$ cat src/rtl/addsub_pkg.sv
// Shared constants and types for the two-requester add/sub pipeline.
package addsub_pkg;

   localparam int unsigned W_DEFAULT = 8;
   localparam logic        OP_ADD    = 1'b0;
   localparam logic        OP_SUB    = 1'b1;
   localparam int unsigned ID_W      = 1;

   typedef logic [ID_W-1:0] id_t;

endpackage

$ cat src/rtl/addsub_arbiter_if.sv
// Requester and result-consumer signals of addsub_arbiter, grouped as one bus.
interface addsub_arbiter_if
   import addsub_pkg::*;
#(
   parameter int unsigned W = W_DEFAULT
);

   logic         req0;
   logic [W-1:0] a0;
   logic [W-1:0] b0;
   logic         sel0;
   logic         gnt0;

   logic         req1;
   logic [W-1:0] a1;
   logic [W-1:0] b1;
   logic         sel1;
   logic         gnt1;

   logic         res_valid;
   logic         res_ready;
   id_t          res_id;
   logic [W-1:0] res_s;
   logic         res_cout;
   logic         res_ovf;

   modport master (
      output req0, a0, b0, sel0,
      input  gnt0,
      output req1, a1, b1, sel1,
      input  gnt1,
      input  res_valid, res_id, res_s, res_cout, res_ovf,
      output res_ready
   );

   modport slave (
      input  req0, a0, b0, sel0,
      output gnt0,
      input  req1, a1, b1, sel1,
      output gnt1,
      output res_valid, res_id, res_s, res_cout, res_ovf,
      input  res_ready
   );

endinterface

$ cat src/rtl/addsub_unit.sv
// Combinational W-bit ripple-carry adder/subtractor with carry-out and signed overflow.
module addsub_unit
   import addsub_pkg::*;
#(
   parameter int unsigned W = W_DEFAULT
) (
   input  logic [W-1:0] a,
   input  logic [W-1:0] b,
   input  logic         sel,
   output logic [W-1:0] s,
   output logic         cout,
   output logic         ovf
);

   logic [W-1:0] b_x;
   logic         c;

   always_comb begin
      // Subtract is a + ~b + 1: sel inverts b and seeds the carry chain.
      b_x = b ^ {W{sel}};
      c   = sel;
      s   = '0;
      for (int i = 0; i < W; i++) begin
         s[i] = a[i] ^ b_x[i] ^ c;
         c    = (a[i] & b_x[i]) | (c & (a[i] ^ b_x[i]));
      end
      cout = c;
      ovf  = (a[W-1] == b_x[W-1]) && (s[W-1] != a[W-1]);
   end

endmodule

$ cat src/rtl/addsub_arbiter.sv
// Two-requester round-robin arbiter feeding a shared add/sub unit through a
// two-stage (operand, result) pipeline with valid/ready backpressure on the result.
module addsub_arbiter
   import addsub_pkg::*;
#(
   parameter int unsigned W = W_DEFAULT
) (
   input  logic              clk,
   input  logic              rst,
   addsub_arbiter_if.slave   bus
);

   logic         s1_v_q, s1_v_d;
   logic [W-1:0] s1_a_q, s1_a_d;
   logic [W-1:0] s1_b_q, s1_b_d;
   logic         s1_sel_q, s1_sel_d;
   id_t          s1_id_q, s1_id_d;
   id_t          last_q, last_d;

   logic         res_valid_q, res_valid_d;
   logic [W-1:0] res_s_q, res_s_d;
   logic         res_cout_q, res_cout_d;
   logic         res_ovf_q, res_ovf_d;
   id_t          res_id_q, res_id_d;

   logic         s2_load;
   logic         s1_free;
   logic         gnt0;
   logic         gnt1;
   logic [W-1:0] u_s;
   logic         u_cout;
   logic         u_ovf;

   addsub_unit #(
      .W(W)
   ) u_addsub_unit (
      .a    (s1_a_q),
      .b    (s1_b_q),
      .sel  (s1_sel_q),
      .s    (u_s),
      .cout (u_cout),
      .ovf  (u_ovf)
   );

   // On a tie the requester that was not granted last wins.
   always_comb begin
      s2_load = !res_valid_q || bus.res_ready;
      s1_free = !s1_v_q || s2_load;
      gnt0    = !rst && s1_free && bus.req0 && (!bus.req1 || (last_q == id_t'(1)));
      gnt1    = !rst && s1_free && bus.req1 && (!bus.req0 || (last_q == id_t'(0)));
   end

   always_comb begin
      s1_v_d      = s1_v_q;
      s1_a_d      = s1_a_q;
      s1_b_d      = s1_b_q;
      s1_sel_d    = s1_sel_q;
      s1_id_d     = s1_id_q;
      last_d      = last_q;
      res_valid_d = res_valid_q;
      res_s_d     = res_s_q;
      res_cout_d  = res_cout_q;
      res_ovf_d   = res_ovf_q;
      res_id_d    = res_id_q;

      if (s2_load) begin
         res_valid_d = s1_v_q;
         if (s1_v_q) begin
            res_s_d    = u_s;
            res_cout_d = u_cout;
            res_ovf_d  = u_ovf;
            res_id_d   = s1_id_q;
         end
      end

      if (s1_free) begin
         s1_v_d = gnt0 || gnt1;
         if (gnt0) begin
            s1_a_d   = bus.a0;
            s1_b_d   = bus.b0;
            s1_sel_d = bus.sel0;
            s1_id_d  = id_t'(0);
            last_d   = id_t'(0);
         end else if (gnt1) begin
            s1_a_d   = bus.a1;
            s1_b_d   = bus.b1;
            s1_sel_d = bus.sel1;
            s1_id_d  = id_t'(1);
            last_d   = id_t'(1);
         end
      end
   end

   // Pointer resets to requester 1 so requester 0 wins the first tie.
   always_ff @(posedge clk or posedge rst) begin
      if (rst) begin
         s1_v_q      <= 1'b0;
         s1_a_q      <= '0;
         s1_b_q      <= '0;
         s1_sel_q    <= OP_ADD;
         s1_id_q     <= id_t'(0);
         last_q      <= id_t'(1);
         res_valid_q <= 1'b0;
         res_s_q     <= '0;
         res_cout_q  <= 1'b0;
         res_ovf_q   <= 1'b0;
         res_id_q    <= id_t'(0);
      end else begin
         s1_v_q      <= s1_v_d;
         s1_a_q      <= s1_a_d;
         s1_b_q      <= s1_b_d;
         s1_sel_q    <= s1_sel_d;
         s1_id_q     <= s1_id_d;
         last_q      <= last_d;
         res_valid_q <= res_valid_d;
         res_s_q     <= res_s_d;
         res_cout_q  <= res_cout_d;
         res_ovf_q   <= res_ovf_d;
         res_id_q    <= res_id_d;
      end
   end

   assign bus.gnt0      = gnt0;
   assign bus.gnt1      = gnt1;
   assign bus.res_valid = res_valid_q;
   assign bus.res_s     = res_s_q;
   assign bus.res_cout  = res_cout_q;
   assign bus.res_ovf   = res_ovf_q;
   assign bus.res_id    = res_id_q;

endmodule
$ cat src/flat_wrapper.sv
// flat-port wrapper written by rule: the top's interface ports become plain ports
module addsub_arbiter_flat import addsub_pkg::*;
#(
   parameter int unsigned W = W_DEFAULT
)
  (clk, rst, bus_req0, bus_a0, bus_b0, bus_sel0, bus_gnt0, bus_req1, bus_a1, bus_b1, bus_sel1, bus_gnt1, bus_res_valid, bus_res_id, bus_res_s, bus_res_cout, bus_res_ovf, bus_res_ready);
  addsub_arbiter_if #(.W(W)) bus_i ();
  input  logic clk;
  input  logic rst;
  input wire logic [$bits(bus_i.req0)-1:0] bus_req0;
  input wire logic [$bits(bus_i.a0)-1:0] bus_a0;
  input wire logic [$bits(bus_i.b0)-1:0] bus_b0;
  input wire logic [$bits(bus_i.sel0)-1:0] bus_sel0;
  output wire logic [$bits(bus_i.gnt0)-1:0] bus_gnt0;
  input wire logic [$bits(bus_i.req1)-1:0] bus_req1;
  input wire logic [$bits(bus_i.a1)-1:0] bus_a1;
  input wire logic [$bits(bus_i.b1)-1:0] bus_b1;
  input wire logic [$bits(bus_i.sel1)-1:0] bus_sel1;
  output wire logic [$bits(bus_i.gnt1)-1:0] bus_gnt1;
  output wire logic [$bits(bus_i.res_valid)-1:0] bus_res_valid;
  output wire logic [$bits(bus_i.res_id)-1:0] bus_res_id;
  output wire logic [$bits(bus_i.res_s)-1:0] bus_res_s;
  output wire logic [$bits(bus_i.res_cout)-1:0] bus_res_cout;
  output wire logic [$bits(bus_i.res_ovf)-1:0] bus_res_ovf;
  input wire logic [$bits(bus_i.res_ready)-1:0] bus_res_ready;
  assign bus_i.req0 = bus_req0;
  assign bus_i.a0 = bus_a0;
  assign bus_i.b0 = bus_b0;
  assign bus_i.sel0 = bus_sel0;
  assign bus_gnt0 = bus_i.gnt0;
  assign bus_i.req1 = bus_req1;
  assign bus_i.a1 = bus_a1;
  assign bus_i.b1 = bus_b1;
  assign bus_i.sel1 = bus_sel1;
  assign bus_gnt1 = bus_i.gnt1;
  assign bus_res_valid = bus_i.res_valid;
  assign bus_res_id = bus_i.res_id;
  assign bus_res_s = bus_i.res_s;
  assign bus_res_cout = bus_i.res_cout;
  assign bus_res_ovf = bus_i.res_ovf;
  assign bus_i.res_ready = bus_res_ready;
  addsub_arbiter #(.W(W)) u_core (.clk(clk), .rst(rst), .bus(bus_i));
endmodule
$ cat config.mk
export PLATFORM = sky130hd
export DESIGN_NAME = addsub_arbiter_flat
export DESIGN_NICKNAME = d
export VERILOG_FILES = /design/src/rtl/addsub_pkg.sv /design/src/rtl/addsub_arbiter_if.sv /design/src/rtl/addsub_unit.sv /design/src/rtl/addsub_arbiter.sv /design/src/flat_wrapper.sv
export SDC_FILE = /design/constraint.sdc
export NUM_CORES = 1
export LEC_CHECK = 0
export BUFFER_PORTS_ARGS = -buffer_cell sky130_fd_sc_hd__buf_2
export CAP_MARGIN = 20
export CELL_PAD_IN_SITES_DETAIL_PLACEMENT = 0
export CELL_PAD_IN_SITES_GLOBAL_PLACEMENT = 2
export CORE_MARGIN = 2
export CORE_UTILIZATION = 32
export DETAILED_ROUTE_END_ITERATION = 10
export GPL_TIMING_DRIVEN = 0
export PLACE_DENSITY_LB_ADDON = 0.1
export SLEW_MARGIN = 20
export SYNTH_ARGS = -nofsm -noshare
export SYNTH_HDL_FRONTEND = slang
export SYNTH_HIERARCHICAL = 1
export SYNTH_SLANG_ARGS = --single-unit
export TNS_END_PERCENT = 20
$ cat constraint.sdc
create_clock -name clk -period 5.1 [get_ports clk]
set_input_delay 1.02 -clock clk [delete_from_list [all_inputs] [get_ports clk]]
set_output_delay 1.02 -clock clk [all_outputs]
set_load 0.02 [all_outputs]
==> report_table.html, run 1 <==
<table>
<tr><th>Metric</th><th>Value</th></tr>
<tr><th colspan="2">CTS</th></tr>
<tr><td>Number of setup buffers added after CTS</td><td>0</td></tr>
<tr><td>Clock Root Buffer</td><td>sky130_fd_sc_hd__clkbuf_8</td></tr>
<tr><td>H-tree Lvls</td><td>2</td></tr>
<tr><td>Resized cells post-CTS</td><td>0</td></tr>
<tr><td>TritonCTS clock tree</td><td>built</td></tr>
<tr><td>Worst-path clk slew</td><td>0.07 ns</td></tr>
<tr><td>Latest clock arrival within the worst-skew pair</td><td>0.28 ns</td></tr>
<tr><td>Clock buffers created by TritonCTS</td><td>5</td></tr>
<tr><td>Count of hold-fix buffers inserted at cts</td><td>0</td></tr>
<tr><td>Buffer depth of the longest clock path</td><td>2</td></tr>
<tr><td>Clock Sinks</td><td>32</td></tr>
<tr><th colspan="2">Synth</th></tr>
<tr><td>Area share of xor/xnor cells in the synthesized design</td><td>4.21%</td></tr>
<tr><td>Sequential fraction of the synthesis area</td><td>42.9%</td></tr>
<tr><td>Number of synthesized register bits</td><td>32</td></tr>
<tr><td>Basic-gate share of the synthesized area counting and, or, nand and nor cells</td><td>9.97%</td></tr>
<tr><td>Multiplexer share of the synthesized area</td><td>approximately 7.2%</td></tr>
<tr><td>Number of nets produced by synthesis</td><td>225</td></tr>
<tr><td>Adder and majority cell fraction of the synthesized area</td><td>between 8 and 9%</td></tr>
<tr><td>Avg Cell Area, Syn</td><td>between 10 and 15 µm²</td></tr>
<tr><td>Synthesis warning total</td><td>6</td></tr>
<tr><td>Post-Syn Area</td><td>about 1900 µm²</td></tr>
<tr><td>Number of instances in the synthesized netlist</td><td>178</td></tr>
<tr><td>Post-synthesis compound-gate area fraction</td><td>18.9%</td></tr>
<tr><td>Synth cell types</td><td>29</td></tr>
<tr><td>Largest family of logic cells by synthesized area</td><td>compound AO/OA/AOI/OAI gates</td></tr>
<tr><th colspan="2">STA</th></tr>
<tr><td>Max-slew violation count</td><td>0</td></tr>
<tr><td>Worst-case hold slack</td><td>0.502 ns</td></tr>
<tr><td>Slew margin rel.</td><td>52.4%</td></tr>
<tr><td>Total of endpoints with negative setup slack in the final report</td><td>0</td></tr>
<tr><td>Setup slack after layout</td><td>0.963 ns</td></tr>
<tr><td>Clock Skews</td><td>roughly 0.0036 ns</td></tr>
<tr><td>Setup repair after global routing missed its margin</td><td>no</td></tr>
<tr><td>Fraction of the cycle the final worst path needs</td><td>81.1%</td></tr>
<tr><td>Final sum of negative setup slack</td><td>0 ns</td></tr>
<tr><td>Final critical delay including setup and external delays</td><td>4.14 ns</td></tr>
<tr><td>Fmax</td><td>0.242 GHz</td></tr>
<tr><td>Number of failing hold endpoints at the final stage</td><td>0</td></tr>
<tr><td>Worst slew pin tran</td><td>0.714 ns</td></tr>
<tr><th colspan="2">Detailed routing</th></tr>
<tr><td>Vias after detailed routing</td><td>1585</td></tr>
<tr><td>1st-iter DRT viols</td><td>65</td></tr>
<tr><td>Post-detailed-route DRC marker count</td><td>0</td></tr>
<tr><td>Number of detailed-route iterations in the first pass</td><td>4</td></tr>
<tr><td>Vias per inst</td><td>5.11</td></tr>
<tr><td>DRT antenna net count</td><td>0</td></tr>
<tr><td>WL final</td><td>5.00 mm</td></tr>
<tr><td>Detailed-route wire length per cell</td><td>approximately 16 µm</td></tr>
<tr><th colspan="2">Global route</th></tr>
<tr><td>Antenna violations before repair</td><td>0</td></tr>
<tr><td>Largest net degree at the start of global routing</td><td>35</td></tr>
<tr><td>GRT Residual Overflow</td><td>0</td></tr>
<tr><td>Overall fraction of global-route tracks in use</td><td>16.5%</td></tr>
<tr><td>Vias in the first global route</td><td>1610</td></tr>
<tr><td>Global-route wire length before repair</td><td>~8 mm</td></tr>
<tr><th colspan="2">Setup path</th></tr>
<tr><td>Max stage delay on crit path</td><td>about 0.47 ns</td></tr>
<tr><td>FF-to-FF path depth</td><td>14</td></tr>
<tr><td>Number of buffer and inverter instances along the worst setup path</td><td>3</td></tr>
<tr><td>Startpoint types</td><td>flop</td></tr>
<tr><td>Library cell contributing the largest single delay on the critical path</td><td>sky130_fd_sc_hd__fa_1</td></tr>
<tr><td>Critical path data arrival time</td><td>4.30 ns</td></tr>
<tr><td>Critical path launch point</td><td>u_core/s1_sel_q$_DFFE_PP0P_</td></tr>
<tr><td>Required time of the critical path</td><td>between 5 and 6 ns</td></tr>
<tr><td>Crit. End Element</td><td>flop</td></tr>
<tr><td>Library cell appearing most often on the critical path</td><td>sky130_fd_sc_hd__fa_1</td></tr>
<tr><td>Type of the setup path with the least slack</td><td>flop to flop</td></tr>
<tr><td>Minimum setup slack among reg-to-reg paths</td><td>0.96 ns</td></tr>
<tr><td>RR Endpoint</td><td>u_core/bus.res_ovf$_DFFE_PP0P_</td></tr>
<tr><td>Peak fanout along the critical path</td><td>8</td></tr>
<tr><td>Cell breakdown of the critical path</td><td>buf_6, xor2_1, fa_1, inv_1, fa_1, fa_1, fa_1, fa_1, fa_1, inv_1, fa_1, xnor2_1, nor2_1, mux2_2</td></tr>
<tr><td>Critical R2R Launch</td><td>u_core/s1_sel_q$_DFFE_PP0P_</td></tr>
<tr><td>Top Family by Delay on Critical Path</td><td>adder cells</td></tr>
<tr><th colspan="2">Power</th></tr>
<tr><td>Overall power of the completed layout</td><td>between 1 and 1.5 mW</td></tr>
<tr><td>Pwr Density</td><td>448 nW/µm²</td></tr>
<tr><td>Leakage Power</td><td>1.07 nW</td></tr>
<tr><td>Worst supply voltage drop on vdd</td><td>0.202 mV</td></tr>
<tr><th colspan="2">Finish</th></tr>
<tr><td>Synth-to-layout area growth</td><td>24.5%</td></tr>
<tr><td>Number of nets in the layout</td><td>between 200 and 300</td></tr>
<tr><td>Number of antenna diodes</td><td>0</td></tr>
<tr><td>Summed area of non-filler cells in the final layout</td><td>~2300 µm²</td></tr>
<tr><td>Share of cells above drive strength 1</td><td>36.6%</td></tr>
<tr><td>Final std cells w/o fill</td><td>310</td></tr>
<tr><td>Final design utilization</td><td>41.8%</td></tr>
<tr><th colspan="2">Placed design</th></tr>
<tr><td>RePlAce Congestion</td><td>0.773</td></tr>
<tr><td>Worst slack at placement</td><td>between 0.9 and 1 ns</td></tr>
<tr><td># port buffers</td><td>between 50 and 60</td></tr>
<tr><td>Placed Area</td><td>around 2200 µm²</td></tr>
<tr><td>Total placed cells including tap cells</td><td>302</td></tr>
<tr><td>Post-DP HPWL</td><td>3.81 mm</td></tr>
<tr><th colspan="2">Floorplanning</th></tr>
<tr><td>Area inside the core boundary</td><td>about 5600 µm²</td></tr>
<tr><td>Starting utilization of the core area</td><td>about a third</td></tr>
<tr><td>Die area</td><td>between 6000 and 7000 µm²</td></tr>
<tr><td>Cell Rows</td><td>27</td></tr>
<tr><td>Horiz. Die Dim</td><td>80.5 µm</td></tr>
<tr><td>Vertical die dimension</td><td>80.5 µm</td></tr>
<tr><td>Count of boundary I/O pins</td><td>53</td></tr>
<tr><th colspan="2">Hold path</th></tr>
<tr><td>Hold path startpoint</td><td>u_core/bus.res_s[7]$_DFFE_PP0P_</td></tr>
<tr><td>Depth of the worst hold-timing path</td><td>1</td></tr>
<tr><td>Class of the tightest hold or removal check</td><td>flop to flop</td></tr>
<tr><td>Destination of the worst hold path</td><td>u_core/bus.res_s[7]$_DFFE_PP0P_</td></tr>
<tr><th colspan="2">Flow run</th></tr>
<tr><td>Number of max-capacitance violations reported</td><td>0</td></tr>
<tr><th colspan="2">Run status</th></tr>
<tr><td>Result of the run</td><td>finished clean</td></tr>
</table>
## worst max-delay path by stage
stage	slack, ns	to	cells past startpoint
after CTS	0.95	u_core/bus.res_ovf$_DFFE_PP0P_	14
after global placement	1.02	u_core/bus.res_ovf$_DFFE_PP0P_	14
final	0.96	u_core/bus.res_ovf$_DFFE_PP0P_	14
after floorplan	1.26	u_core/bus.res_ovf$_DFFE_PP0P_	14
after detailed placement	0.98	u_core/bus.res_ovf$_DFFE_PP0P_	14
after global routing	0.76	u_core/bus.res_ovf$_DFFE_PP0P_	14
## synthesized netlist by cell type (all sizes together)
cell type	number	area, µm²
ha	1	12.5
clkbuf	4	15.0
xnor2	6	52.6
nor2	2	7.51
mux2	12	135
o31ai	17	128
a31oi	18	113
o21bai	1	18.8
o32a	1	10.0
nor3	17	85.1
inv	13	48.8
clkinv	1	3.75
and3b	1	8.76
and2b	2	15.0
buf	12	93.8
dfrtp	31	776
nand2b	4	32.5
xor2	3	26.3
nand3b	1	7.51
fa	7	140
dfstp	1	26.3
o21ai	17	85.1
nand2	3	11.3
and3	2	12.5
and2	1	6.26
## placed cells by master (no fill, tap or decap), types with 5 or more instances in the layout
cell                       synthesis  routed
sky130_fd_sc_hd__a31oi_1          18      18
sky130_fd_sc_hd__dfrtp_1          31      31
sky130_fd_sc_hd__fa_1              7       7
sky130_fd_sc_hd__mux2_2           12      12
sky130_fd_sc_hd__clkbuf_8          0       5
sky130_fd_sc_hd__inv_1            13      12
sky130_fd_sc_hd__xnor2_1           6       6
sky130_fd_sc_hd__clkbuf_1          4       5
sky130_fd_sc_hd__buf_2             6      58
sky130_fd_sc_hd__nor3_1           17      17
sky130_fd_sc_hd__o21ai_0          17      17
sky130_fd_sc_hd__o31ai_1          17      17
## cell families (layout without fill, tap and decap cells)
family,count (synthesis),count (layout)
simple gates,33,33
mux,12,12
buf+inv,30,90
compound gates,54,54
xor+xnor,9,9
flops,32,32
fa+ha+maj,8,8
## area by class of cell
cell class	instances	area (µm²)
timing repair buffer	52	260
inverter	14	52.6
buffer	16	109
clock inverter	2	35.0
sequential	32	802
tap	72	90.1
fill	564	3250
clock buffer	6	72.6
multi-input combinational	116	907
## routing by layer
layer,vias to the layer above,global-route usage [%],part of all wire (%)
met5,-,0,0
met4,0,6.44,1.4
met3,6,3.26,4.7
met2,47,26.5,48
met1,777,21.7,45
li1,755,-,-
## where the power goes
| part | total [mW] | switching [mW] | internal [mW] |
|---|---|---|---|
| clock | 0.238 | 0.0929 | 0.145 |
| combinational | 0.433 | 0.241 | 0.193 |
| sequential | 0.372 | 0.0427 | 0.330 |
(Power assumes the default switching activity.)
==> run 2: changes to the inputs <==
--- a/config.mk
+++ b/config.mk
@@ -5,12 +5,13 @@
 export SDC_FILE = /design/constraint.sdc
 export NUM_CORES = 1
 export LEC_CHECK = 0
+export ABC_AREA = 1
 export BUFFER_PORTS_ARGS = -buffer_cell sky130_fd_sc_hd__buf_2
 export CAP_MARGIN = 20
 export CELL_PAD_IN_SITES_DETAIL_PLACEMENT = 0
 export CELL_PAD_IN_SITES_GLOBAL_PLACEMENT = 2
 export CORE_MARGIN = 2
-export CORE_UTILIZATION = 32
+export CORE_UTILIZATION = 26
 export DETAILED_ROUTE_END_ITERATION = 10
 export GPL_TIMING_DRIVEN = 0
 export PLACE_DENSITY_LB_ADDON = 0.1
==> constraint.sdc (replaced) <==
create_clock -name clk -period 3.39 [get_ports clk]
set_input_delay 0.678 -clock clk [delete_from_list [all_inputs] [get_ports clk]]
set_output_delay 0.678 -clock clk [all_outputs]
set_load 0.02 [all_outputs]
==> report_table.html, run 2 <==
<table>
<tr><th>Metric</th><th>Value</th></tr>
<tr><th colspan="2">Power</th></tr>
<tr><td>Logic pwr share</td><td>42.3%</td></tr>
<tr><td>Leakage Power</td><td>roughly 1.4 nW</td></tr>
<tr><td>Overall power of the completed layout</td><td>1.52 mW</td></tr>
<tr><td>Pwr Density</td><td>between 600 and 700 nW/µm²</td></tr>
<tr><td>Internal power contribution</td><td>~0.94 mW</td></tr>
<tr><td>Part of the power in the clock network</td><td>slightly above 20%</td></tr>
<tr><td>Switching share of power</td><td>between 30% and 40%</td></tr>
<tr><td>Reported net switching power</td><td>between 0.5 and 0.6 mW</td></tr>
<tr><td>Worst supply voltage drop on vdd</td><td>between 0.1 and 0.15 mV</td></tr>
<tr><td>Sequential group share of total power</td><td>37.0%</td></tr>
<tr><th colspan="2">CTS</th></tr>
<tr><td>TritonCTS clock tree</td><td>built</td></tr>
<tr><td>Clock Sinks</td><td>32</td></tr>
<tr><td>Latest clock arrival within the worst-skew pair</td><td>around 0.28 ns</td></tr>
<tr><td>Buffer depth of the longest clock path</td><td>2</td></tr>
<tr><td>Clock buffers created by TritonCTS</td><td>5</td></tr>
<tr><td>Worst-path clk slew</td><td>approximately 0.07 ns</td></tr>
<tr><td>Count of hold-fix buffers inserted at cts</td><td>0</td></tr>
<tr><td>H-tree Lvls</td><td>2</td></tr>
<tr><td>Clock Root Buffer</td><td>sky130_fd_sc_hd__clkbuf_8</td></tr>
<tr><th colspan="2">Finish</th></tr>
<tr><td>Fill cell total of the finished layout</td><td>827</td></tr>
<tr><td>Share of cells above drive strength 1</td><td>29.2%</td></tr>
<tr><td>Number of nets in the layout</td><td>369</td></tr>
<tr><td>Multi-input combinational cell area</td><td>926 µm²</td></tr>
<tr><td>Synth-to-layout area growth</td><td>26.8%</td></tr>
<tr><td>Number of antenna diodes</td><td>0</td></tr>
<tr><td>Final design utilization</td><td>roughly 34%</td></tr>
<tr><td>Most common cell after layout, fill and taps aside</td><td>sky130_fd_sc_hd__nand2_1</td></tr>
<tr><td>Register area</td><td>roughly 800 µm²</td></tr>
<tr><td>Commonest cells after routing, fill and taps aside</td><td>sky130_fd_sc_hd__nand2_1 (106), sky130_fd_sc_hd__buf_2 (52), sky130_fd_sc_hd__inv_1 (36), sky130_fd_sc_hd__dfrtp_1 (31), sky130_fd_sc_hd__nor2_1 (29)</td></tr>
<tr><th colspan="2">Placed design</th></tr>
<tr><td>Worst slack at placement</td><td>-0.400 ns</td></tr>
<tr><td>RePlAce Congestion</td><td>between 0.6 and 0.7</td></tr>
<tr><td># port buffers</td><td>52</td></tr>
<tr><td>Post-DP HPWL</td><td>3.38 mm</td></tr>
<tr><th colspan="2">Floorplanning</th></tr>
<tr><td>Count of boundary I/O pins</td><td>53</td></tr>
<tr><td>Cell Rows</td><td>31</td></tr>
<tr><td>Horiz. Die Dim</td><td>90.5 µm</td></tr>
<tr><td>Vertical die dimension</td><td>90.5 µm</td></tr>
<tr><td>Starting utilization of the core area</td><td>26.8%</td></tr>
<tr><td>Area inside the core boundary</td><td>~7300 µm²</td></tr>
<tr><td>Die area</td><td>8190 µm²</td></tr>
<tr><th colspan="2">Global route</th></tr>
<tr><td>Vias in the first global route</td><td>1518</td></tr>
<tr><td>Global-route wire length before repair</td><td>7.22 mm</td></tr>
<tr><td>Antenna violations before repair</td><td>0</td></tr>
<tr><td>GRT Residual Overflow</td><td>0</td></tr>
<tr><td>Largest net degree at the start of global routing</td><td>24</td></tr>
<tr><td>Overall fraction of global-route tracks in use</td><td>11.0%</td></tr>
<tr><th colspan="2">STA</th></tr>
<tr><td>Setup slack after layout</td><td>-0.253 ns</td></tr>
<tr><td>Max-slew violation count</td><td>0</td></tr>
<tr><td>Slew margin rel.</td><td>70.9%</td></tr>
<tr><td>Total of endpoints with negative setup slack in the final report</td><td>2</td></tr>
<tr><td>Worst slew pin tran</td><td>0.436 ns</td></tr>
<tr><td>Fmax</td><td>0.274 GHz</td></tr>
<tr><td>Setup repair after global routing missed its margin</td><td>yes</td></tr>
<tr><td>Final critical delay including setup and external delays</td><td>3.64 ns</td></tr>
<tr><td>Clock Skews</td><td>0.00410 ns</td></tr>
<tr><td>Number of failing hold endpoints at the final stage</td><td>0</td></tr>
<tr><td>Fraction of the cycle the final worst path needs</td><td>107%</td></tr>
<tr><th colspan="2">Synth</th></tr>
<tr><td>Post-synthesis compound-gate area fraction</td><td>2.77%</td></tr>
<tr><td>Area share of xor/xnor cells in the synthesized design</td><td>under 10%</td></tr>
<tr><td>Ranking of synthesized cells by instance count</td><td>sky130_fd_sc_hd__nand2_1 (106), sky130_fd_sc_hd__inv_1 (38), sky130_fd_sc_hd__dfrtp_1 (31)</td></tr>
<tr><td>Largest family of logic cells by synthesized area</td><td>simple AND/OR/NAND/NOR gates</td></tr>
<tr><td>Number of synthesized register bits</td><td>32</td></tr>
<tr><td>Number of instances in the synthesized netlist</td><td>261</td></tr>
<tr><td>Adder and majority cell fraction of the synthesized area</td><td>7.85%</td></tr>
<tr><td>Post-synthesis cell type with the largest combined area</td><td>sky130_fd_sc_hd__dfrtp_1</td></tr>
<tr><td>Sequential fraction of the synthesis area</td><td>41.2%</td></tr>
<tr><td>Basic-gate share of the synthesized area counting and, or, nand and nor cells</td><td>about a third</td></tr>
<tr><td>Synth cell types</td><td>22</td></tr>
<tr><td>Most frequent cell after synthesis</td><td>sky130_fd_sc_hd__nand2_1</td></tr>
<tr><td>Count of flip-flops with a built-in enable after synthesis</td><td>0</td></tr>
<tr><td>Synthesis warning total</td><td>6</td></tr>
<tr><td>Avg Cell Area, Syn</td><td>7.45 µm²</td></tr>
<tr><td>Proportion of netlist area held by the largest area contributor</td><td>39.9%</td></tr>
<tr><td>Post-Syn Area</td><td>about 1900 µm²</td></tr>
<tr><td>Main synth FF type</td><td>sky130_fd_sc_hd__dfrtp_1</td></tr>
<tr><td>Multiplexer share of the synthesized area</td><td>0%</td></tr>
<tr><td>Most area-consuming cells after synthesis</td><td>sky130_fd_sc_hd__dfrtp_1 (40%), sky130_fd_sc_hd__nand2_1 (20%), sky130_fd_sc_hd__inv_1 (7.3%)</td></tr>
<tr><td>Number of nets produced by synthesis</td><td>308</td></tr>
<tr><td>Share of flip-flops with an asynchronous set or reset</td><td>100%</td></tr>
<tr><th colspan="2">Detailed routing</th></tr>
<tr><td>Vias per inst</td><td>3.76</td></tr>
<tr><td>Detailed-route wire length per cell</td><td>between 9 and 10 µm</td></tr>
<tr><td>Met2 Routed Length</td><td>around 1.8 mm</td></tr>
<tr><td>1st-iter DRT viols</td><td>33</td></tr>
<tr><td>WL final</td><td>roughly 4.2 mm</td></tr>
<tr><td>WL met3</td><td>216 µm</td></tr>
<tr><td>Number of detailed-route iterations in the first pass</td><td>4</td></tr>
<tr><td>DRT antenna net count</td><td>0</td></tr>
<tr><td>Post-detailed-route DRC marker count</td><td>0</td></tr>
<tr><td>Top routing layer in use</td><td>met4</td></tr>
<tr><td>Vias after detailed routing</td><td>1582</td></tr>
<tr><td>Post-Route M1 WL</td><td>2.10 mm</td></tr>
<tr><th colspan="2">Setup path</th></tr>
<tr><td>Critical R2R Launch</td><td>u_core/s1_sel_q$_DFFE_PP0P_</td></tr>
<tr><td>Minimum setup slack among reg-to-reg paths</td><td>-0.25 ns</td></tr>
<tr><td>Crit. End Element</td><td>flop</td></tr>
<tr><td>FF-to-FF path depth</td><td>18</td></tr>
<tr><td>RR Endpoint</td><td>u_core/bus.res_ovf$_DFFE_PP0P_</td></tr>
<tr><td>Required time of the critical path</td><td>3.61 ns</td></tr>
<tr><td>Library cell contributing the largest single delay on the critical path</td><td>sky130_fd_sc_hd__fa_1</td></tr>
<tr><td>Type of the setup path with the least slack</td><td>flop to flop</td></tr>
<tr><td>Max stage delay on crit path</td><td>0.45 ns</td></tr>
<tr><td>Cell breakdown of the critical path</td><td>buf_6, inv_2, nand2_1, nand2_1, fa_1, inv_1, fa_2, fa_2, fa_2, fa_2, fa_2, inv_2, fa_1, nand2_1, nand2_1, nor2_1, nand3_1, nand2_1</td></tr>
<tr><td>Startpoint types</td><td>flop</td></tr>
<tr><td>Peak fanout along the critical path</td><td>8</td></tr>
<tr><td>Critical path data arrival time</td><td>3.86 ns</td></tr>
<tr><th colspan="2">Run status</th></tr>
<tr><td>Violations in the final reports</td><td>negative setup slack</td></tr>
<tr><td>Result of the run</td><td>finished, violations left</td></tr>
<tr><th colspan="2">Flow run</th></tr>
<tr><td>Number of max-capacitance violations reported</td><td>0</td></tr>
<tr><th colspan="2">Hold path</th></tr>
<tr><td>Class of the tightest hold or removal check</td><td>input port to asynchronous set/reset pin</td></tr>
</table>
run 2: changes by cell type in the layout (fill, tap and decap cells not counted), moves of 5 or more:
cell,previous run,this run
sky130_fd_sc_hd__nor2_1,2,29
sky130_fd_sc_hd__buf_2,58,52
sky130_fd_sc_hd__mux2_2,12,0
sky130_fd_sc_hd__o21ai_0,17,3
sky130_fd_sc_hd__fa_2,0,5
sky130_fd_sc_hd__fa_1,7,2
sky130_fd_sc_hd__nand2_1,3,106
sky130_fd_sc_hd__inv_1,12,36
sky130_fd_sc_hd__nand3_1,0,11
sky130_fd_sc_hd__o31ai_1,17,0
sky130_fd_sc_hd__inv_2,1,6
sky130_fd_sc_hd__nor2_2,0,8
sky130_fd_sc_hd__a31oi_1,18,0
sky130_fd_sc_hd__nor3_1,17,0
run 2: cell families (layout without fill, tap and decap cells):
| group | Yosys count | in the layout |
|---|---|---|
| compound gates | 7 | 7 |
| buf+inv | 51 | 112 |
| simple gates | 158 | 158 |
| flops | 32 | 32 |
| xor+xnor | 5 | 5 |
| fa+ha+maj | 8 | 8 |
run 2: how the worst max path moves through the flow:
stage                                      from  slack [ns]  cells after the start                        endpoint
floorplan           u_core/s1_sel_q$_DFFE_PP0P_       -0.14                     18  u_core/bus.res_ovf$_DFFE_PP0P_
global placement    u_core/s1_sel_q$_DFFE_PP0P_       -0.38                     18  u_core/bus.res_ovf$_DFFE_PP0P_
detailed placement  u_core/s1_sel_q$_DFFE_PP0P_       -0.40                     18  u_core/bus.res_ovf$_DFFE_PP0P_
CTS                 u_core/s1_sel_q$_DFFE_PP0P_       -0.30                     18  u_core/bus.res_ovf$_DFFE_PP0P_
global route        u_core/s1_sel_q$_DFFE_PP0P_       -0.41                     18  u_core/bus.res_ovf$_DFFE_PP0P_
finish              u_core/s1_sel_q$_DFFE_PP0P_       -0.25                     18  u_core/bus.res_ovf$_DFFE_PP0P_
run 2: through the flow:
| step | area [µm²] | hold slack, ns | cells | TNS (ns) |
|---|---|---|---|---|
| 2_1_floorplan | 1950 | 0.449 | 261 | -0.153 |
| 3_3_place_gp | 2340 | 0.450 | 412 | -0.604 |
| 4_1_cts | 2460 | 0.359 | 421 | -0.568 |
| 6_report | 2460 | 0.350 | 421 | -0.467 |
| 3_5_place_dp | 2360 | 0.453 | 413 | -0.645 |
| 5_1_grt | 2460 | 0.376 | 421 | -0.775 |
run 2: area by class of cell:
type	instances	share of cell area, %
timing repair buffer	54	11.7
inverter	42	6.40
tap	99	5.03
sequential	32	32.5
buffer	9	2.89
clock buffer	7	3.91
multi-input combinational	178	37.6
run 2: power by group through the flow:
| stage | registers [mW] | clock network [mW] | logic (mW) |
|---|---|---|---|
| final | 0.562 | 0.315 | 0.642 |
| after CTS | 0.565 | 0.329 | 0.653 |
| after global routing | 0.578 | 0.339 | 0.739 |
| after global placement | 0.570 | 0 | 0.633 |
| after floorplan | 0.642 | 0 | 0.372 |
| after detailed placement | 0.572 | 0 | 0.636 |
run 2: layer usage:
metal | vias up | global-route usage (%)
li1 | 882 | -
met1 | 653 | 15.0
met2 | 41 | 16.8
met3 | 6 | 2.75
met4 | 0 | 3.85
met5 | - | 0
run 2: what timing repair did:
action | 4_1_cts | 5_1_grt
pin swaps | 1 | 1
buffers inserted | 1 | 0
setup endpoints to repair | 2 | 2
cloned | 0 | 0
resized for setup | 1 | 2
run 2: worst max-delay path: cells and delay by family, from the launching register on:
kind | cells | cell delay (ns)
adders and majority gates | 7 | 2.35
buffers and inverters | 4 | 0.33
DFF | 1 | 0.39
and+or+nand+nor | 7 | 0.51
==> run 3: changes to the inputs <==
--- a/config.mk
+++ b/config.mk
@@ -5,14 +5,14 @@
 export SDC_FILE = /design/constraint.sdc
 export NUM_CORES = 1
 export LEC_CHECK = 0
-export ABC_AREA = 1
 export BUFFER_PORTS_ARGS = -buffer_cell sky130_fd_sc_hd__buf_2
 export CAP_MARGIN = 20
 export CELL_PAD_IN_SITES_DETAIL_PLACEMENT = 0
 export CELL_PAD_IN_SITES_GLOBAL_PLACEMENT = 2
 export CORE_MARGIN = 2
-export CORE_UTILIZATION = 26
+export CORE_UTILIZATION = 29
 export DETAILED_ROUTE_END_ITERATION = 10
+export GPL_ROUTABILITY_DRIVEN = 1
 export GPL_TIMING_DRIVEN = 0
 export PLACE_DENSITY_LB_ADDON = 0.1
 export SLEW_MARGIN = 20
==> report_table.html, run 3 (synthesis gave the netlist of run 1 again) <==
<table>
<tr><th>Metric</th><th>Value</th></tr>
<tr><th colspan="2">STA</th></tr>
<tr><td>Clock Skews</td><td>0.00655 ns</td></tr>
<tr><td>Fraction of the cycle the final worst path needs</td><td>110%</td></tr>
<tr><td>Number of failing hold endpoints at the final stage</td><td>0</td></tr>
<tr><td>Slew margin rel.</td><td>68.7%</td></tr>
<tr><td>Setup repair after global routing missed its margin</td><td>yes</td></tr>
<tr><td>Setup slack after layout</td><td>-0.341 ns</td></tr>
<tr><td>Worst slew pin tran</td><td>0.469 ns</td></tr>
<tr><td>Final critical delay including setup and external delays</td><td>3.73 ns</td></tr>
<tr><td>Total of endpoints with negative setup slack in the final report</td><td>2</td></tr>
<tr><td>Worst-case hold slack</td><td>0.394 ns</td></tr>
<tr><td>Fmax</td><td>approximately 0.27 GHz</td></tr>
<tr><td>Max-slew violation count</td><td>0</td></tr>
<tr><th colspan="2">Detailed routing</th></tr>
<tr><td>1st-iter DRT viols</td><td>49</td></tr>
<tr><td>Vias per inst</td><td>4.89</td></tr>
<tr><td>Detailed-route wire length per cell</td><td>15.8 µm</td></tr>
<tr><td>Vias after detailed routing</td><td>1571</td></tr>
<tr><td>DRT antenna net count</td><td>0</td></tr>
<tr><td>WL final</td><td>5.09 mm</td></tr>
<tr><td>Post-detailed-route DRC marker count</td><td>0</td></tr>
<tr><td>Number of detailed-route iterations in the first pass</td><td>4</td></tr>
<tr><th colspan="2">Hold path</th></tr>
<tr><td>Class of the tightest hold or removal check</td><td>input port to asynchronous set/reset pin</td></tr>
<tr><th colspan="2">Placed design</th></tr>
<tr><td>Post-DP HPWL</td><td>about 3.8 mm</td></tr>
<tr><td>RePlAce Congestion</td><td>0.765</td></tr>
<tr><td># port buffers</td><td>between 50 and 60</td></tr>
<tr><th colspan="2">Global route</th></tr>
<tr><td>Overall fraction of global-route tracks in use</td><td>around 15%</td></tr>
<tr><td>Global-route wire length before repair</td><td>~8.6 mm</td></tr>
<tr><td>Vias in the first global route</td><td>approximately 1700</td></tr>
<tr><td>GRT Residual Overflow</td><td>0</td></tr>
<tr><td>Antenna violations before repair</td><td>0</td></tr>
<tr><td>Largest net degree at the start of global routing</td><td>21</td></tr>
<tr><th colspan="2">Setup path</th></tr>
<tr><td>Critical path launch point</td><td>u_core/s1_sel_q$_DFFE_PP0P_</td></tr>
<tr><td>Critical path capture point</td><td>u_core/bus.res_ovf$_DFFE_PP0P_</td></tr>
<tr><td>Peak fanout along the critical path</td><td>8</td></tr>
<tr><td>FF-to-FF path depth</td><td>14</td></tr>
<tr><td>Library cell contributing the largest single delay on the critical path</td><td>sky130_fd_sc_hd__fa_2</td></tr>
<tr><td>Type of the setup path with the least slack</td><td>flop to flop</td></tr>
<tr><td>RR Endpoint</td><td>u_core/bus.res_ovf$_DFFE_PP0P_</td></tr>
<tr><td>Cell breakdown of the critical path</td><td>buf_6, xor2_2, fa_2, inv_2, fa_2, fa_2, fa_2, fa_2, fa_2, inv_2, fa_2, xnor2_1, nor2_1, mux2_2</td></tr>
<tr><td>Library cell appearing most often on the critical path</td><td>sky130_fd_sc_hd__fa_2</td></tr>
<tr><td>Max stage delay on crit path</td><td>about 0.44 ns</td></tr>
<tr><td>Startpoint types</td><td>flop</td></tr>
<tr><td>Critical R2R Launch</td><td>u_core/s1_sel_q$_DFFE_PP0P_</td></tr>
<tr><td>Crit. End Element</td><td>flop</td></tr>
<tr><td>Required time of the critical path</td><td>3.56 ns</td></tr>
<tr><td>Critical path data arrival time</td><td>3.90 ns</td></tr>
<tr><td>Minimum setup slack among reg-to-reg paths</td><td>-0.34 ns</td></tr>
<tr><th colspan="2">Floorplanning</th></tr>
<tr><td>Vertical die dimension</td><td>about 84 µm</td></tr>
<tr><td>Starting utilization of the core area</td><td>29.8%</td></tr>
<tr><td>Horiz. Die Dim</td><td>around 84 µm</td></tr>
<tr><td>Die area</td><td>around 7100 µm²</td></tr>
<tr><td>Area inside the core boundary</td><td>6280 µm²</td></tr>
<tr><td>Count of boundary I/O pins</td><td>53</td></tr>
<tr><td>Cell Rows</td><td>29</td></tr>
<tr><th colspan="2">Power</th></tr>
<tr><td>Leakage Power</td><td>~1.1 nW</td></tr>
<tr><td>Part of the power in the clock network</td><td>18.1%</td></tr>
<tr><td>Reported net switching power</td><td>0.565 mW</td></tr>
<tr><td>Internal power contribution</td><td>0.964 mW</td></tr>
<tr><td>Pwr Density</td><td>636 nW/µm²</td></tr>
<tr><td>Sequential group share of total power</td><td>36.5%</td></tr>
<tr><td>Worst supply voltage drop on vdd</td><td>0.345 mV</td></tr>
<tr><td>Switching share of power</td><td>36.9%</td></tr>
<tr><td>Logic pwr share</td><td>45.3%</td></tr>
<tr><td>Overall power of the completed layout</td><td>roughly 1.5 mW</td></tr>
<tr><th colspan="2">Finish</th></tr>
<tr><td>Share of cells above drive strength 1</td><td>a little over two fifths</td></tr>
<tr><td>Multi-input combinational cell area</td><td>about 930 µm²</td></tr>
<tr><td>Commonest cells after routing, fill and taps aside</td><td>sky130_fd_sc_hd__buf_2 (58), sky130_fd_sc_hd__dfrtp_1 (31), sky130_fd_sc_hd__a31oi_1 (18)</td></tr>
<tr><td>Fill cell total of the finished layout</td><td>between 600 and 700</td></tr>
<tr><td>Number of antenna diodes</td><td>0</td></tr>
<tr><td>Register area</td><td>~800 µm²</td></tr>
<tr><td>Number of nets in the layout</td><td>291</td></tr>
<tr><td>Synth-to-layout area growth</td><td>28.4%</td></tr>
<tr><td>Most common cell after layout, fill and taps aside</td><td>sky130_fd_sc_hd__buf_2</td></tr>
<tr><th colspan="2">Run status</th></tr>
<tr><td>Violations in the final reports</td><td>negative setup slack</td></tr>
<tr><td>Result of the run</td><td>finished, violations left</td></tr>
<tr><th colspan="2">Flow run</th></tr>
<tr><td>Number of max-capacitance violations reported</td><td>0</td></tr>
<tr><th colspan="2">CTS</th></tr>
<tr><td>Clock buffers created by TritonCTS</td><td>5</td></tr>
<tr><td>Worst-path clk slew</td><td>around 0.07 ns</td></tr>
<tr><td>TritonCTS clock tree</td><td>built</td></tr>
<tr><td>Clock Sinks</td><td>32</td></tr>
<tr><td>Clock Root Buffer</td><td>sky130_fd_sc_hd__clkbuf_8</td></tr>
<tr><td>Latest clock arrival within the worst-skew pair</td><td>0.28 ns</td></tr>
<tr><td>Buffer depth of the longest clock path</td><td>2</td></tr>
<tr><td>Count of hold-fix buffers inserted at cts</td><td>0</td></tr>
<tr><td>H-tree Lvls</td><td>2</td></tr>
</table>
[run 3: power groups by stage]
stage / clock network, mW / registers [mW] / logic (mW)
2_1_floorplan: 0 / 0.639 / 0.377
3_3_place_gp: 0 / 0.566 / 0.658
3_5_place_dp: 0 / 0.567 / 0.665
4_1_cts: 0.292 / 0.560 / 0.684
5_1_grt: 0.309 / 0.576 / 0.788
6_report: 0.277 / 0.558 / 0.693
[run 3: final cells by class]
| cell class | instances | area share (%) |
|---|---|---|
| multi-input cells | 116 | 38.8 |
| clock inverters | 1 | 0.208 |
| inverters | 14 | 2.19 |
| plain buffers | 16 | 4.53 |
| well taps | 77 | 4.01 |
| repair buffers | 59 | 13.9 |
| flip-flops and latches | 32 | 33.4 |
| clock buffers | 6 | 3.02 |
[run 3: metal layers]
| layer | part of all wire, % | track usage (%) | vias to the layer above |
|---|---|---|---|
| met3 | 4.3 | 3.74 | 5 |
| met2 | 46 | 24.5 | 41 |
| met1 | 48 | 20.9 | 759 |
| met5 | 0 | 0 | - |
| li1 | - | - | 766 |
| met4 | 1.1 | 4.69 | 0 |
[run 3: worst min path at each step]
stage                                       to                            start  cells after the start
4_1_cts           u_core/s1_b_q[1]$_DFFE_PP0P_                              rst                      2
3_5_place_dp    u_core/bus.res_ovf$_DFFE_PP0P_   u_core/bus.res_ovf$_DFFE_PP0P_                      1
5_1_grt           u_core/s1_b_q[1]$_DFFE_PP0P_                              rst                      2
6_report          u_core/s1_b_q[1]$_DFFE_PP0P_                              rst                      2
2_1_floorplan       u_core/s1_id_q$_DFFE_PP0P_       u_core/s1_id_q$_DFFE_PP0P_                      2
3_3_place_gp   u_core/bus.res_s[6]$_DFFE_PP0P_  u_core/bus.res_s[6]$_DFFE_PP0P_                      1
[run 3: timing repair]
item	in CTS	in global routing
buffers inserted	1	5
resized for setup	2	4
pin swaps	1	0
endpoints found under the setup margin	2	2
[run 3: critical path, delay by kind of cell (launching register included)]
| family | cells | cell delay (ns) |
|---|---|---|
| xor+xnor | 2 | 0.29 |
| fa+ha+maj | 7 | 2.39 |
| flops | 1 | 0.38 |
| mux | 1 | 0.25 |
| simple gates | 1 | 0.05 |
| buf+inv | 3 | 0.24 |
[run 3: through the flow]
stage	instances	setup slack (ns)	instance area, µm²	utilization, %	setup TNS, ns
after detailed placement	308	-0.456	2270	36.2	-0.732
after global placement	307	-0.460	2240	35.7	-0.743
after global routing	321	-0.444	2400	38.3	-0.849
after floorplan	178	-0.247	1890	-	-0.331
after CTS	316	-0.389	2360	37.6	-0.737
final	321	-0.341	2400	38.3	-0.644
